[config.mk]
export PLATFORM = sky130hd
export DESIGN_NAME = instr_loader
export DESIGN_NICKNAME = d
export VERILOG_FILES = /design/src/rtl/instr_loader_pkg.sv /design/src/rtl/instr_loader.sv
export SDC_FILE = /design/constraint.sdc
export NUM_CORES = 1
export LEC_CHECK = 0
export ABC_AREA = 1
export BUFFER_PORTS_ARGS = -buffer_cell sky130_fd_sc_hd__buf_2
export CORE_ASPECT_RATIO = 1.1
export CORE_MARGIN = 2
export CORE_UTILIZATION = 45
export CTS_CLUSTER_SIZE = 8
export DETAILED_ROUTE_END_ITERATION = 7
export GPL_ROUTABILITY_DRIVEN = 0
export GPL_TIMING_DRIVEN = 0
export HOLD_SLACK_MARGIN = 0.15
export PLACE_DENSITY_LB_ADDON = 0.05
export RECOVER_POWER = 100
export SLEW_MARGIN = 20
export SYNTH_ARGS = -nofsm -noshare
export SYNTH_HDL_FRONTEND = slang
export SYNTH_SLANG_ARGS = --single-unit
[constraint.sdc]
create_clock -name clk_i -period 2.86 [get_ports clk_i]
set_clock_uncertainty 0.15 [all_clocks]
set_input_delay 0.572 -clock clk_i [delete_from_list [all_inputs] [get_ports clk_i]]
set_output_delay 0.572 -clock clk_i [all_outputs]
set_load 0.02 [all_outputs]
[src/rtl/instr_loader_pkg.sv]
// Shared types for the instruction-memory loader and its write port.
package instr_loader_pkg;

  localparam int LDR_ADDR_W = 8;
  localparam int LDR_DEPTH  = 256;

  typedef logic [2:0] ldr_state_t;

  localparam ldr_state_t S_IDLE   = 3'd0;
  localparam ldr_state_t S_LEN_HI = 3'd1;
  localparam ldr_state_t S_LEN_LO = 3'd2;
  localparam ldr_state_t S_DAT_HI = 3'd3;
  localparam ldr_state_t S_DAT_LO = 3'd4;
  localparam ldr_state_t S_CHK    = 3'd5;
  localparam ldr_state_t S_DONE   = 3'd6;
  localparam ldr_state_t S_ERR    = 3'd7;

  typedef struct packed {
    logic                  we;
    logic [LDR_ADDR_W-1:0] adr;
    logic [15:0]           data;
  } signal_im_wr;

endpackage

[src/rtl/instr_loader.sv]
// Framed byte-stream loader writing 16-bit words into instruction memory.
module instr_loader
  import instr_loader_pkg::*;
#(
  parameter int ADDR_W = LDR_ADDR_W,
  parameter int DEPTH  = LDR_DEPTH
) (
  input  logic              clk_i,
  input  logic              rst,
  input  logic              load_i,
  input  logic              byte_valid_i,
  input  logic [7:0]        byte_i,
  output logic              byte_ready_o,
  output logic              im_we_o,
  output logic [ADDR_W-1:0] im_adr_o,
  output logic [15:0]       im_data_o,
  output logic              cpu_hold_o,
  output logic              done_o,
  output logic              err_o
);

  localparam logic [16:0] MAX_LEN = 17'(DEPTH);

  ldr_state_t  state_q;
  logic [15:0] len_q;
  logic [15:0] cnt_q;
  logic [7:0]  hi_q;
  logic [7:0]  chk_q;

  logic        acc;
  logic [15:0] len_w;
  logic [15:0] cnt_nxt;

  assign byte_ready_o = state_q inside
    {S_LEN_HI, S_LEN_LO, S_DAT_HI, S_DAT_LO, S_CHK};

  assign acc     = byte_valid_i && byte_ready_o;
  assign len_w   = {len_q[15:8], byte_i};
  assign cnt_nxt = cnt_q + 16'd1;

  always_ff @(posedge clk_i or posedge rst) begin
    if (rst) begin
      state_q    <= S_IDLE;
      len_q      <= '0;
      cnt_q      <= '0;
      hi_q       <= '0;
      chk_q      <= '0;
      im_we_o    <= 1'b0;
      im_adr_o   <= '0;
      im_data_o  <= '0;
      cpu_hold_o <= 1'b1;
      done_o     <= 1'b0;
      err_o      <= 1'b0;
    end else begin
      im_we_o <= 1'b0;
      unique case (state_q)
        S_IDLE, S_DONE, S_ERR: begin
          if (load_i) begin
            state_q    <= S_LEN_HI;
            cnt_q      <= '0;
            chk_q      <= '0;
            done_o     <= 1'b0;
            err_o      <= 1'b0;
            cpu_hold_o <= 1'b1;
          end
        end
        S_LEN_HI: begin
          if (acc) begin
            len_q[15:8] <= byte_i;
            chk_q       <= chk_q ^ byte_i;
            state_q     <= S_LEN_LO;
          end
        end
        S_LEN_LO: begin
          if (acc) begin
            len_q[7:0] <= byte_i;
            chk_q      <= chk_q ^ byte_i;
            // oversize frames are rejected before any word is written
            if (len_w == 16'd0) begin
              state_q <= S_CHK;
            end else if ({1'b0, len_w} > MAX_LEN) begin
              state_q <= S_ERR;
              err_o   <= 1'b1;
            end else begin
              state_q <= S_DAT_HI;
            end
          end
        end
        S_DAT_HI: begin
          if (acc) begin
            hi_q    <= byte_i;
            chk_q   <= chk_q ^ byte_i;
            state_q <= S_DAT_LO;
          end
        end
        S_DAT_LO: begin
          if (acc) begin
            im_we_o   <= 1'b1;
            im_adr_o  <= cnt_q[ADDR_W-1:0];
            im_data_o <= {hi_q, byte_i};
            cnt_q     <= cnt_nxt;
            chk_q     <= chk_q ^ byte_i;
            state_q   <= (cnt_nxt == len_q) ? S_CHK : S_DAT_HI;
          end
        end
        S_CHK: begin
          if (acc) begin
            if (byte_i == chk_q) begin
              state_q    <= S_DONE;
              done_o     <= 1'b1;
              cpu_hold_o <= 1'b0;
            end else begin
              state_q <= S_ERR;
              err_o   <= 1'b1;
            end
          end
        end
        default: state_q <= S_IDLE;
      endcase
    end
  end

endmodule

==> results of run 1 <==
==> power by group <==
group	leakage (nW)	total [mW]	switching, mW	internal (mW)
Clock	0.0989	0.865	0.434	0.430
Sequential	1.03	1.82	0.285	1.53
Combinational	1.05	1.86	1.27	0.587
==> worst max-delay path, cell delays in order, from the launching register on <==
cell	delay (ns)
dfrtp_1	0.45
nand2_1	0.13
nor2_2	0.07
inv_2	0.09
o211ai_2	0.09
nor2_1	0.28
inv_1	0.20
clkbuf_2	0.20
==> stage by stage <==
step / cells / util
2_1_floorplan: 516 / -
3_3_place_gp: 670 / 0.498
3_5_place_dp: 671 / 0.501
4_1_cts: 688 / 0.526
5_1_grt: 688 / 0.514
6_report: 688 / 0.514
==> area by class of cell <==
| type | instances | area, um^2 | share of cell area |
|---|---|---|---|
| multi-input cells | 370 | 1730 | 0.383 |
| plain buffers | 11 | 43.8 | 0.00970 |
| clock inverters | 6 | 67.6 | 0.0150 |
| clock buffers | 10 | 138 | 0.0305 |
| inverters | 56 | 213 | 0.0471 |
| flip-flops and latches | 79 | 1980 | 0.438 |
| well taps | 114 | 143 | 0.0316 |
| repair buffers | 42 | 203 | 0.0449 |
==> cells in the final DEF (no fill, tap or decap), types with 2 or more instances in the layout <==
| cell type | count |
|---|---|
| clkbuf_1 | 37 |
| xor2_1 | 4 |
| o22ai_2 | 2 |
| nand3b_1 | 5 |
| buf_2 | 12 |
| o22ai_1 | 5 |
| o21ai_1 | 2 |
| clkbuf_2 | 2 |
| nand2_1 | 180 |
| clkinvlp_4 | 2 |
| a21oi_1 | 3 |
| inv_2 | 2 |
| o21a_1 | 2 |
| o21ai_0 | 61 |
| clkbuf_8 | 10 |
| inv_1 | 53 |
| nor2_4 | 2 |
| nor3_1 | 2 |
| nor2_2 | 4 |
| nand4_1 | 12 |
| nand3_1 | 43 |
| dfrtp_1 | 78 |
| xnor2_1 | 5 |
| nor2_1 | 31 |
==> path summary, 6_finish.rpt <==
path                                            from                         to  slack (ns)  depth (start not counted)
max in group asynchronous                        rst      cnt_q[11]$_DFFE_PP0P_        0.70                          4
setup / recovery              state_q[2]$_DFFE_PP0P_               byte_ready_o        0.28                          7
min in group asynchronous                        rst       chk_q[2]$_DFFE_PP0P_        1.00                          3
hold / removal             im_data_o[10]$_DFFE_PP0P_  im_data_o[10]$_DFFE_PP0P_        0.32                          2
setup reg to reg              state_q[2]$_DFFE_PP0P_       cnt_q[7]$_DFFE_PP0P_        0.38                         12
hold reg to reg            im_data_o[10]$_DFFE_PP0P_  im_data_o[10]$_DFFE_PP0P_        0.32                          2
==> flip-flops by register name, indices dropped and copies added, names as in the netlist <==
| name | count |
|---|---|
| chk_q | 8 |
| cnt_q | 16 |
| cpu_hold_o | 1 |
| done_o | 1 |
| err_o | 1 |
| hi_q | 8 |
| im_adr_o | 8 |
| im_data_o | 16 |
| im_we_o | 1 |
| len_q | 16 |
| state_q | 3 |
==> layer usage <==
layer / track usage / up-vias / share of wire
li1: - / 1783 / -
met1: 0.304 / 1681 / 0.46
met2: 0.388 / 84 / 0.48
met3: 0.0377 / 13 / 0.037
met4: 0.0713 / 0 / 0.020
met5: 0 / - / 0
==> logic make-up (layout without fill, tap and decap cells) <==
family                     after synthesis  count (layout)  share of synthesized area
and+or+nand+nor                        281             281                      0.301
xor gates and xnor gates                 9               9                     0.0196
adders and majority gates                1               1                    0.00310
buffers and inverters                   67             125                     0.0658
AOI/OAI and AO/OA                       79              79                      0.120
DFF                                     79              79                      0.491
==> results_dict.tcl, run 1 <==
set metrics [dict create \
    yosys.area.top_type "dfrtp_1" \
    cp-end-kind "output port" \
    synthTopCellsByCount "180 x nand2_1, 78 x dfrtp_1, 50 x inv_1, 50 x o21ai_0, 43 x nand3_1" \
    placement_rows 36 \
    path_max_fanout 5 \
    placed_cell_area_um2 4400 \
    finalCriticalPeriod_ns 2.58 \
    syn-cell-area_um2 4030 \
    place_ws_ns 0.465 \
    drt_iter0_drc 235 \
    p_leak_nw 2.17 \
    final_antenna_net_count 0 \
    syn_to_final_growth_pct 12.0 \
    drt_pass1_iterations 5 \
    yosys.cell_count.top_type "nand2_1" \
    fin_ws_ns 0.281 \
    cts_buffers 9 \
    synth.area.top_cells "dfrtp_1 48%, nand2_1 17%, o21ai_0 6.2%" \
    clk_pin_slew_ns 0.09 \
    ios 41 \
    postCtsHoldBufs 1 \
    wl_um 10100 \
    clock_latency_ns 0.35 \
    start_kind "register" \
    via_per_inst 5.18 \
    cts_root_buf "clkbuf_8" \
    grt_pass1_wl_um 17000 \
    grtUsageTotal 0.229 \
    synth_cells 516 \
    layout-drive-gt1-share 0.0801 \
    cap_violations 0 \
    initial_core_util 0.459 \
    ys_warn_count 0 \
    drv_slew 0 \
    fp.dieH_um 103 \
    vias 3561 \
    cts_resized 0 \
    rsz0062_at_grt "false" \
    avgSynthCellArea_um2 7.81 \
    status "completed" \
    synthArstFlopShare 1.00 \
    synth_edf_count 0 \
    hold_path_class "reg -> reg" \
    final.fill_count 896 \
    powerDensity_nw_per_um2 1010 \
    synthesis.nets 529 \
    antenna_cells 0 \
    clock_sinks 79 \
    synth-main-ff-cell "dfrtp_1" \
    die_w_um 94.2 \
    period_share 0.902 \
    yosysSeqAreaShare 0.491 \
    yosysUniqueCellTypes 31 \
    tns_ns 0 \
    hold_viol 0 \
    nNetsFinal 582 \
    holdWs_ns 0.324 \
    max_clock_freq_ghz 0.388 \
    cts_buffer_depth 2 \
    grt_overflow 0 \
    synth_seq_cells 79 \
    dpl.hpwl_um 7400 \
    core_um2 8780 \
    antenna_found_initial 0 \
    grt_pass1_vias 3345 \
    fin_area_um2 4520 \
    worstSetupPathType "reg -> out" \
    post_drt_wl_per_cell_um 14.7 \
    maxSlewHeadroom 0.0832 \
    post_cts_buffers 0 \
    critPathRequiredTime_ns 2.14 \
    io_buffers 40 \
    yosysTopAreaCellShare 0.484 \
    ir_drop_mv 0.602 \
    grt_max_degree 46 \
    drc 0 \
    cts_htree_levels 3 \
    power_mw 4.54 \
    cts_tree "yes" \
    crit_arrival_ns 1.86 \
    die-area_um2 9730 \
    setup_viol 0 \
    tightestPinTransition_ns 1.37 \
]
Power figures use the tool's default switching activity.
==> run 2: changes to the inputs <==
--- a/config.mk
+++ b/config.mk
@@ -15,6 +15,7 @@
 export GPL_ROUTABILITY_DRIVEN = 0
 export GPL_TIMING_DRIVEN = 0
 export HOLD_SLACK_MARGIN = 0.15
+export MAX_ROUTING_LAYER = met4
 export PLACE_DENSITY_LB_ADDON = 0.05
 export RECOVER_POWER = 100
 export SLEW_MARGIN = 20
==> run 2 against run 1 <==
Maximum frequency is essentially flat. Routed wire length down 0.11%. Sequential power is essentially flat. Critical path type unchanged. Via count up 0.87%. Largest cell class unchanged. Highest routed layer unchanged. Register-to-register slack about the same.
==> results_dict.tcl, run 2 (synthesis gave the netlist of run 1 again) <==
set metrics [dict create \
    power_mw 4.55 \
    r2r_start "state_q[2]$_DFFE_PP0P_" \
    via_per_inst 5.22 \
    wl_um 10100 \
    drc 0 \
    critical_path.cell_chain "nand2_1 -> nor2_2 -> inv_2 -> o211ai_2 -> nor2_1 -> inv_1 -> clkbuf_2" \
    powerDensity_nw_per_um2 1010 \
    cts_tree "yes" \
    grt_pass1_wl_um 17000 \
    initial_core_util 0.459 \
    ios 41 \
    r2r_slack_ns 0.38 \
    drt_iter0_drc 240 \
    layout-drive-gt1-share 0.0801 \
    fp.dieH_um 103 \
    crit_end "byte_ready_o" \
    reg.largest.list "cnt_q x16, im_data_o x16, len_q x16" \
    placement_rows 36 \
    cts_root_buf "clkbuf_8" \
    slowest_delay_ns 0.45 \
    final_cell_mix "180 x nand2_1, 78 x dfrtp_1, 61 x o21ai_0" \
    fin_ws_ns 0.283 \
    regArea_um2 1980 \
    critPathRequiredTime_ns 2.14 \
    max_clock_freq_ghz 0.388 \
    crit_start "state_q[2]$_DFFE_PP0P_" \
    hold_path_class "reg -> reg" \
    maxSlewHeadroom 0.0814 \
    cts_buffers 9 \
    final_util 0.514 \
    grtUsageMet3 0.0370 \
    cts_resized 0 \
    io_buffers 40 \
    grtUsageTotal 0.236 \
    final_antenna_net_count 0 \
    grt.met1_usage 0.305 \
    worstSetupPathType "reg -> out" \
    antenna_found_initial 0 \
    gr-max-usage-layer "met2" \
    core_um2 8780 \
    r2r_cells 12 \
    die_w_um 94.2 \
    crit_slowest_cell "dfrtp_1" \
    grt_max_degree 46 \
    finalNonFillerCells 688 \
    die-area_um2 9730 \
    drv_slew 0 \
    grt_overflow 0 \
    status "completed" \
    tightestPinTransition_ns 1.38 \
    nNetsFinal 582 \
    gr-usage-met2 0.387 \
    cap_violations 0 \
    path_max_fanout 5 \
    placedCellCount 671 \
    vias 3592 \
    whs_path_depth 2 \
    clock_sinks 79 \
    cp.depth 7 \
    cp-end-kind "output port" \
    antenna_cells 0 \
    finalCriticalPeriod_ns 2.58 \
    ir_drop_mv 0.607 \
    worst_r2r_endpoint "cnt_q[7]$_DFFE_PP0P_" \
    drt_pass1_iterations 5 \
    cts_htree_levels 3 \
    dpl.hpwl_um 7400 \
    cts_buffer_depth 2 \
    clock_latency_ns 0.35 \
    clk_pin_slew_ns 0.09 \
    multiInputGateArea_um2 1730 \
    final.fill_count 896 \
    crit_family "simple AND/OR/NAND/NOR gates" \
    hold_viol 0 \
    p_leak_nw 2.17 \
    tns_ns 0 \
    crit_arrival_ns 1.86 \
    layout_commonest_cell "nand2_1" \
    setup_viol 0 \
    start_kind "register" \
    rsz0062_at_grt "false" \
    critPathBufInv 3 \
    post_drt_wl_per_cell_um 14.7 \
    place_ws_ns 0.465 \
    grt_pass1_vias 3348 \
    period_share 0.901 \
    syn_to_final_growth_pct 12.0 \
]
## run 2: cell counts in the layout (fill, tap and decap cells not counted)
Identical to the previous run, type by type.
## run 2: worst min-delay path by stage
stage	slack, ns	start	to
after global placement	0.30	im_data_o[14]$_DFFE_PP0P_	im_data_o[14]$_DFFE_PP0P_
after global routing	0.35	im_data_o[10]$_DFFE_PP0P_	im_data_o[10]$_DFFE_PP0P_
after detailed placement	0.30	im_data_o[9]$_DFFE_PP0P_	im_data_o[9]$_DFFE_PP0P_
final	0.32	im_data_o[10]$_DFFE_PP0P_	im_data_o[10]$_DFFE_PP0P_
after CTS	0.32	im_data_o[10]$_DFFE_PP0P_	im_data_o[10]$_DFFE_PP0P_
after floorplan	0.30	hi_q[2]$_DFFE_PP0P_	im_data_o[10]$_DFFE_PP0P_
## run 2: per-layer routing
metal	part of all wire	wire [um]
met1	0.46	4660
met2	0.48	4870
met3	0.038	384
met4	0.020	206
met5	0	0
## run 2: power breakdown
| part | switching [mW] | internal (mW) |
|---|---|---|
| Clock | 0.437 | 0.430 |
| Sequential | 0.284 | 1.53 |
| Combinational | 1.28 | 0.587 |
| Total | 2.00 | 2.55 |
## run 2: final cells by class
class	instances	share of cell area
timing repair buffer	42	0.0449
clock inverter	6	0.0150
tap	114	0.0316
multi-input combinational	370	0.383
clock buffer	10	0.0305
inverter	56	0.0471
sequential	79	0.438
buffer	11	0.00970
## run 2: stage by stage
step	hold slack, ns	cell area, um^2
after floorplan	0.299	4030
after global placement	0.303	4370
after detailed placement	0.303	4400
after CTS	0.324	4620
after global routing	0.352	4520
final	0.324	4520
## run 2: tightest hold or removal path: stages (launching register included)
cell     delay (ns)
dfrtp_1        0.35
nand2_1        0.05
nand2_1        0.05
## run 2: what timing repair did
item / 4_1_cts / 5_1_grt
setup buffers: 0 / 0
hold endpoints to repair: 33 / 0
hold buffers: 1 / 0
setup endpoints to repair: 0 / 0
==> run 3: changes to the inputs <==
==> constraint.sdc (replaced) <==
create_clock -name clk_i -period 2.2 [get_ports clk_i]
set_clock_uncertainty 0.15 [all_clocks]
set_input_delay 0.44 -clock clk_i [delete_from_list [all_inputs] [get_ports clk_i]]
set_output_delay 0.44 -clock clk_i [all_outputs]
set_load 0.02 [all_outputs]
==> run 3 against run 2 <==
Worst hold slack got worse by 0.053 ns. Combinational power increased by 52%. Flip-flop and latch count unchanged. Power increased by 40%. Die area unchanged. Routed wire length increased by 4.5%. Clock power increased by 37%. Clock-buffer cell count unchanged. Non-clock buffer count increased by 14. Global-route usage increased by 0.12 points. Critical path type unchanged. Highest routed layer unchanged.
==> results_dict.tcl, run 3 (synthesis gave the netlist of run 1 again) <==
set metrics [dict create \
    maxSlewHeadroom 0.454 \
    cts_buffer_depth 2 \
    placed_cell_area_um2 4420 \
    via_per_inst 5.20 \
    nNetsFinal 596 \
    die-area_um2 9730 \
    start_kind "register" \
    grtUsageTotal 0.237 \
    p_leak_nw 2.24 \
    final.fill_count 864 \
    core_um2 8780 \
    final_antenna_net_count 0 \
    path_max_fanout 3 \
    grt_overflow 0 \
    fin_area_um2 4780 \
    ios 41 \
    whs_path_depth 4 \
    reg.largest.list "cnt_q x16, im_data_o x16, len_q x16" \
    cts_htree_levels 3 \
    clk_pin_slew_ns 0.09 \
    cts_root_buf "clkbuf_8" \
    antenna_cells 0 \
    cts_tree "yes" \
    critPathRequiredTime_ns 1.61 \
    period_share 0.979 \
    fp.dieH_um 103 \
    setup_viol 0 \
    post_drt_wl_per_cell_um 15.1 \
    antenna_found_initial 0 \
    placement_rows 36 \
    syn_to_final_growth_pct 18.7 \
    clock_latency_ns 0.35 \
    cap_violations 0 \
    finalCriticalPeriod_ns 2.15 \
    vias 3646 \
    worst_r2r_endpoint "cnt_q[13]$_DFFE_PP0P_" \
    initial_core_util 0.459 \
    max_clock_freq_ghz 0.464 \
    final_util 0.545 \
    powerDensity_nw_per_um2 1330 \
    tightestPinTransition_ns 0.815 \
    power_mw 6.37 \
    drt_iter0_drc 263 \
    r2r_slack_ns 0.09 \
    worstSetupPathType "reg -> out" \
    drc 0 \
    io_buffers 40 \
    cp-end-kind "output port" \
    final_cell_mix "174 x nand2_1, 76 x dfrtp_1, 49 x o21ai_0" \
    dpl.hpwl_um 7450 \
    hold_viol 0 \
    hold_path_class "in -> reg" \
    wl_um 10600 \
    die_w_um 94.2 \
    cts_buffers 9 \
    layout_commonest_cell "nand2_1" \
    r2r_cells 13 \
    ir_drop_mv 0.696 \
    crit_arrival_ns 1.56 \
    grt_max_degree 34 \
    clock_sinks 79 \
    grt_pass1_wl_um 17000 \
    crit_start "state_q[1]$_DFFE_PP0P_" \
    r2r_start "state_q[1]$_DFFE_PP0P_" \
    grt_pass1_vias 3455 \
    layout-drive-gt1-share 0.164 \
    status "completed" \
    drv_slew 0 \
    crit_end "byte_ready_o" \
    drt_pass1_iterations 4 \
]
==> run 3: layout make-up <==
class / instances / area [um^2] / share of cell area
clock inverter: 5 / 83.8 / 0.0175
sequential: 79 / 1980 / 0.414
multi-input combinational: 370 / 1870 / 0.392
timing repair buffer: 56 / 305 / 0.0638
tap: 114 / 143 / 0.0298
buffer: 11 / 53.8 / 0.0112
inverter: 56 / 216 / 0.0453
clock buffer: 10 / 128 / 0.0267
==> run 3: worst min path at each step <==
stage	start	to	slack [ns]
after floorplan	hi_q[2]$_DFFE_PP0P_	im_data_o[10]$_DFFE_PP0P_	0.30
after global placement	im_data_o[9]$_DFFE_PP0P_	im_data_o[9]$_DFFE_PP0P_	0.30
after detailed placement	im_data_o[14]$_DFFE_PP0P_	im_data_o[14]$_DFFE_PP0P_	0.30
after CTS	byte_i[3]	chk_q[3]$_DFFE_PP0P_	0.25
after global routing	byte_i[7]	chk_q[7]$_DFFE_PP0P_	0.28
final	byte_i[2]	chk_q[2]$_DFFE_PP0P_	0.27
==> run 3: worst max-delay path: stages (launching register included) <==
cell,delay (ns)
dfrtp_1,0.42
inv_2,0.12
buf_6,0.11
nor2_2,0.04
nand2_2,0.10
o211ai_4,0.10
nor2_4,0.15
inv_4,0.06
buf_6,0.13
==> run 3: per-layer routing <==
metal  track usage  vias up  routed length, um  share of wire
met3        0.0435        8                391          0.037
met4        0.0758        0                110          0.010
li1              -     1817                  -              -
met1         0.305     1757               4830           0.46
met5             -        -                  0              0
met2         0.385       64               5250           0.50
==> run 3: power by group <==
part / internal [mW] / switching [mW] / total [mW]
combinational: 0.982 / 1.83 / 2.82
clock: 0.636 / 0.552 / 1.19
sequential: 1.99 / 0.368 / 2.36
==> run 3: repair_timing <==
action                     4_1_cts  5_1_grt
hold buffers                     1        0
setup buffers                    3       10
resized for setup               11       26
pin swaps                        4        9
hold endpoints to repair        17        0
setup endpoints to repair       11       28
==> run 3: per-stage QoR <==
| stage | setup TNS, ns | hold slack (ns) | instances | worst slack [ns] |
|---|---|---|---|---|
| after floorplan | 0 | 0.299 | 516 | 0.280 |
| after global placement | -0.196 | 0.303 | 670 | -0.133 |
| after detailed placement | -0.598 | 0.304 | 672 | -0.175 |
| after CTS | 0 | 0.252 | 691 | 0.00546 |
| after global routing | -0.217 | 0.277 | 701 | -0.0364 |
| final | 0 | 0.271 | 701 | 0.0460 |
